[src/rtl/seq_multiplier16.sv]
`default_nettype none
// ============================================================================
// Module   : seq_multiplier16
// Brief    : Signed shift-add multiplier. Handles one multiplier bit per clock
//            and pulses done once the registered 2*WIDTH-bit product is ready.
// Revision : 1.0 - initial release
// ============================================================================
module seq_multiplier16 #(
    parameter int WIDTH = 16
) (
    input  logic             clk,
    input  logic             rst_n,
    input  logic             start,
    input  logic [WIDTH-1:0] a,
    input  logic [WIDTH-1:0] b,
    output logic             busy,
    output logic             done,
    output logic [WIDTH-1:0] product_lo,
    output logic [WIDTH-1:0] product_hi,
    output logic             overflow
);

    localparam int CW = $clog2(WIDTH + 1);

    typedef enum logic [1:0] {
        S_IDLE = 2'd0,
        S_RUN  = 2'd1,
        S_FIN  = 2'd2
    } state_t;

    state_t             state_q, state_d;
    logic [WIDTH-1:0]   mcand_q, mcand_d;
    logic [WIDTH-1:0]   mplier_q, mplier_d;
    logic [2*WIDTH-1:0] acc_q, acc_d;
    logic [CW-1:0]      cnt_q, cnt_d;
    logic               neg_q, neg_d;
    logic [WIDTH-1:0]   lo_q, lo_d;
    logic [WIDTH-1:0]   hi_q, hi_d;
    logic               ovf_q, ovf_d;
    logic               done_q, done_d;

    logic [WIDTH:0]     sum;
    logic [2*WIDTH-1:0] prod;

    always_ff @(posedge clk or negedge rst_n) begin
        if (!rst_n) begin
            state_q  <= S_IDLE;
            mcand_q  <= '0;
            mplier_q <= '0;
            acc_q    <= '0;
            cnt_q    <= '0;
            neg_q    <= 1'b0;
            lo_q     <= '0;
            hi_q     <= '0;
            ovf_q    <= 1'b0;
            done_q   <= 1'b0;
        end else begin
            state_q  <= state_d;
            mcand_q  <= mcand_d;
            mplier_q <= mplier_d;
            acc_q    <= acc_d;
            cnt_q    <= cnt_d;
            neg_q    <= neg_d;
            lo_q     <= lo_d;
            hi_q     <= hi_d;
            ovf_q    <= ovf_d;
            done_q   <= done_d;
        end
    end

    always_comb begin
        state_d  = state_q;
        mcand_d  = mcand_q;
        mplier_d = mplier_q;
        acc_d    = acc_q;
        cnt_d    = cnt_q;
        neg_d    = neg_q;
        lo_d     = lo_q;
        hi_d     = hi_q;
        ovf_d    = ovf_q;
        done_d   = 1'b0;
        sum      = '0;
        prod     = '0;

        case (state_q)
            S_IDLE: begin
                if (start) begin
                    // Two's-complement negate also maps the most negative value onto its magnitude
                    mcand_d  = a[WIDTH-1] ? (~a + 1'b1) : a;
                    mplier_d = b[WIDTH-1] ? (~b + 1'b1) : b;
                    neg_d    = a[WIDTH-1] ^ b[WIDTH-1];
                    acc_d    = '0;
                    cnt_d    = CW'(WIDTH);
                    state_d  = S_RUN;
                end
            end
            S_RUN: begin
                sum      = {1'b0, acc_q[2*WIDTH-1:WIDTH]}
                         + ({1'b0, mcand_q} & {(WIDTH+1){mplier_q[0]}});
                acc_d    = {sum, acc_q[WIDTH-1:1]};
                mplier_d = mplier_q >> 1;
                cnt_d    = cnt_q - CW'(1);
                if (cnt_q == CW'(1)) begin
                    state_d = S_FIN;
                end
            end
            S_FIN: begin
                prod    = neg_q ? (~acc_q + 1'b1) : acc_q;
                lo_d    = prod[WIDTH-1:0];
                hi_d    = prod[2*WIDTH-1:WIDTH];
                // The result fits in WIDTH bits only if the upper half is a sign extension of bit WIDTH-1
                ovf_d   = (|prod[2*WIDTH-1:WIDTH-1]) && !(&prod[2*WIDTH-1:WIDTH-1]);
                done_d  = 1'b1;
                state_d = S_IDLE;
            end
            default: begin
                state_d = S_IDLE;
            end
        endcase
    end

    assign busy       = (state_q != S_IDLE);
    assign done       = done_q;
    assign product_lo = lo_q;
    assign product_hi = hi_q;
    assign overflow   = ovf_q;

endmodule
`default_nettype wire

[config.mk]
export PLATFORM = sky130hd
export DESIGN_NAME = seq_multiplier16
export DESIGN_NICKNAME = d
export VERILOG_FILES = /design/src/rtl/seq_multiplier16.sv
export SDC_FILE = /design/constraint.sdc
export NUM_CORES = 1
export LEC_CHECK = 0
export BUFFER_PORTS_ARGS = -buffer_cell sky130_fd_sc_hd__buf_2
export CAP_MARGIN = 20
export CORE_MARGIN = 2
export CORE_UTILIZATION = 40
export DETAILED_ROUTE_END_ITERATION = 8
export PLACE_DENSITY = 0.68
export SYNTH_ARGS = -nofsm -noshare
export SYNTH_HDL_FRONTEND = slang
export SYNTH_SLANG_ARGS = --single-unit
export TNS_END_PERCENT = 1
[constraint.sdc]
create_clock -name clk -period 3.07 [get_ports clk]
set_input_delay 0.614 -clock clk [delete_from_list [all_inputs] [get_ports clk]]
set_output_delay 0.614 -clock clk [all_outputs]
set_load 0.01 [all_outputs]
==> flow_metrics.tcl <==
set metrics [dict create \
    run_status "finished clean" \
    required_ns 3.31 \
    antenna_left 0 \
    antenna_found_initial 0 \
    p_sw_share_pct 43.38 \
    start_util_pct 41.07 \
    synth.distinct_cells 60 \
    clock-sinks 106 \
    antenna_cells 0 \
    ys_warn_count 0 \
    max-cap-violations 0 \
    tightest_slew_ns 0.6071 \
    r2r_slack_ns 0.25 \
    async_flop_share_pct 100.0 \
    ir_drop_uv 382.8 \
    route.detailed.drc 0 \
    ys.flop_type "dfrtp_1" \
    track_usage_pct 17.75 \
    synthCells 704 \
    setup-tns-final_ns 0 \
    vias_per_cell 5.401 \
    syn_area_um2 6243 \
    wl_um 13860 \
    die_h_um 128.9 \
    drt_iter0_markers 349 \
    power_density_nw_per_um2 1001 \
    cts-root-buf "clkbuf_16" \
    die_w_um 128.9 \
    finalWeightedCongestion 0.8971 \
    combPwrFrac_pct 48.2 \
    fmax_ghz 0.3542 \
    grt_max_degree 65 \
    coreArea_um2 15200 \
    nNetsFinal 821 \
    grt_pass1_vias 4811 \
    pwr-share-seq_pct 35.4 \
    first_pass_iters 6 \
    overflow 0 \
    fin_cells 955 \
    syn_nets 761 \
    clockPowerShare_pct 16.3 \
    crit_arrival_ns 3.06 \
    fin_skew_ns 0.007847 \
    clockBufferDepth 2 \
    core.rowCount 45 \
    rsz0062_at_grt "no" \
    hpwl_um 9944 \
    p_leak_nw 3.202 \
    end_kind "register" \
    numCtsBuffers 9 \
    grt_pass1_wl_um 23740 \
    finalSetupViolCount 0 \
    hp-class "primary input to async pin" \
    worstSetupPathType "register to register" \
    synth_edf_count 0 \
    max-slew-margin-rel_pct 59.38 \
    fin_area_um2 7126 \
    die_area_um2 16620 \
    syn_area_per_cell_um2 8.869 \
    start_kind "register" \
    worstSkewPairLatency_ns 0.36 \
    area_growth_pct 14.13 \
    seq_area_frac_synth_pct 42.48 \
    critical_path.max_fanout 9 \
    fin_crit_sh_pct 91.96 \
    post_cts_resize_count 0 \
    vias 5158 \
    clk_pin_slew_ns 0.07 \
    synth-seq-cells 106 \
    min_period_ns 2.823 \
    wl_per_cell_um 14.51 \
    cts_max_level 3 \
    hold_viol 0 \
    final_max_slew_viol_count 0 \
    cts_hold_buf 0 \
    port_buffers 69 \
    dpl_cell_area_um2 6828 \
    intPower_mw 4.038 \
    final_layout_size_suffix_gt1_share_pct 15.12 \
    p_switching_mw 3.095 \
    cts_setup_buffers 0 \
    place_inst 941 \
    cts_tree "yes" \
    io_pins 70 \
]
[state kept, by name, summed over array words and instances, names as in the netlist]
signal	cells
done	1
neg_q	1
mplier_q	16
cnt_q	5
acc_q	32
state_q	2
product_lo	16
overflow	1
product_hi	16
mcand_q	16
[power by group through the flow]
stage          Sequential (mW)  Clock [mW]  Combinational [mW]
2_1_floorplan             2.43           0                2.51
3_3_place_gp              2.53           0                3.36
3_5_place_dp              2.55           0                3.41
4_1_cts                   2.53        1.20                3.43
5_1_grt                   2.63        1.24                3.88
6_report                  2.53        1.16                3.44
[routing by layer]
| layer | vias up | GRT usage [%] | share of wire (%) |
|---|---|---|---|
| met5 | - | 0 | 0 |
| met1 | 2327 | 25.91 | 51 |
| li1 | 2647 | - | - |
| met4 | 0 | 5.115 | 1.5 |
| met3 | 20 | 4.699 | 6.0 |
| met2 | 164 | 25.93 | 42 |
[area by class of cell]
cell class                      instances  area [um2]
Clock inverter                          4       53.80
Tap cell                              188       235.2
Fill cell                            1470        8077
Timing Repair Buffer                   89       510.5
Clock buffer                           10       239.0
Multi-Input combinational cell        540        3367
Sequential cell                       106        2653
Inverter                               18       67.56
[placed cells by master (no fill, tap or decap), drive strengths merged, types with 8 or more instances in the layout]
cell and instances:
nand2 117, or4 9, buf 89, xnor2 10, xor2 52, a22oi 15
nor4 8, ha 21, nor2 20, o21ai 111, a21oi 11, nor3 16
dfrtp 106, o31ai 19, nand3 22, or3 9, and2 17, o41ai 10
inv 18, clkbuf 10
[per-stage QoR]
stage | power, mW | hold slack (ns) | setup slack, ns | util, %
floorplan | 4.941 | 0.3184 | 0.4094 | -
global route | 7.755 | 0.2868 | 0.02330 | 46.87
detailed placement | 5.965 | 0.4626 | 0.1381 | 44.91
global placement | 5.896 | 0.4540 | 0.2051 | 44.91
finish | 7.133 | 0.2441 | 0.2468 | 46.87
CTS | 7.157 | 0.2540 | 0.1031 | 46.84
[Yosys cell counts, types with 5 or more instances]
cell      instances  share of area [%]
a22oi_1          15                1.8
and2_1           17                1.7
dfrtp_1         106                 42
nand3_1          22                1.8
nand2_1         117                7.0
a211oi_1          6               0.72
clkbuf_1         34                2.0
nor3_1           15                1.2
ha_1             21                4.2
nor2_1           20                1.2
inv_1            18                1.1
o21ai_0         111                8.9
nand4_1           5               0.50
or3_1             9               0.90
nor2b_1           5               0.50
a21oi_1          11               0.88
or4_1             8               0.96
xor2_1           52                7.3
o41ai_1           8                1.1
nor4_1            8               0.80
o31ai_1          19                2.3
nand2b_1          7               0.70
xnor2_1          10                1.4
[path summary, 6_finish.rpt]
kind	depth (start not counted)	to	start
setup / recovery	9	overflow$_DFFE_PN0P_	acc_q[1]$_DFFE_PN0P_
hold / removal	1	product_lo[3]$_DFFE_PN0P_	rst_n
setup reg to reg	9	overflow$_DFFE_PN0P_	acc_q[1]$_DFFE_PN0P_
hold reg to reg	2	product_lo[11]$_DFFE_PN0P_	product_lo[11]$_DFFE_PN0P_
max in group asynchronous	2	mcand_q[0]$_DFFE_PN0P_	rst_n
min in group clk	2	product_lo[11]$_DFFE_PN0P_	product_lo[11]$_DFFE_PN0P_
[cells by family (layout without fill, tap and decap cells)]
group                      count (synthesis)  in the layout  synth area share, %
buffers and inverters                     58            121                3.747
AOI/OAI and AO/OA                        205            205                20.74
xor gates and xnor gates                  62             62                8.697
muxes                                      4              4               0.6613
adders and majority gates                 22             22                4.529
and+or+nand+nor                          247            247                19.14
DFF                                      106            106                42.48
[critical path: stages, from the launching register on]
cell and delay, ns:
dfrtp_1 0.41, inv_1 0.10, ha_1 0.18, or4b_1 0.52, or3_4 0.43, o41ai_4 0.31, xor2_1 0.26, nand4_1 0.12
nor4_1 0.27, a21oi_1 0.10
No activity file was read; power rests on OpenSTA's default activity.
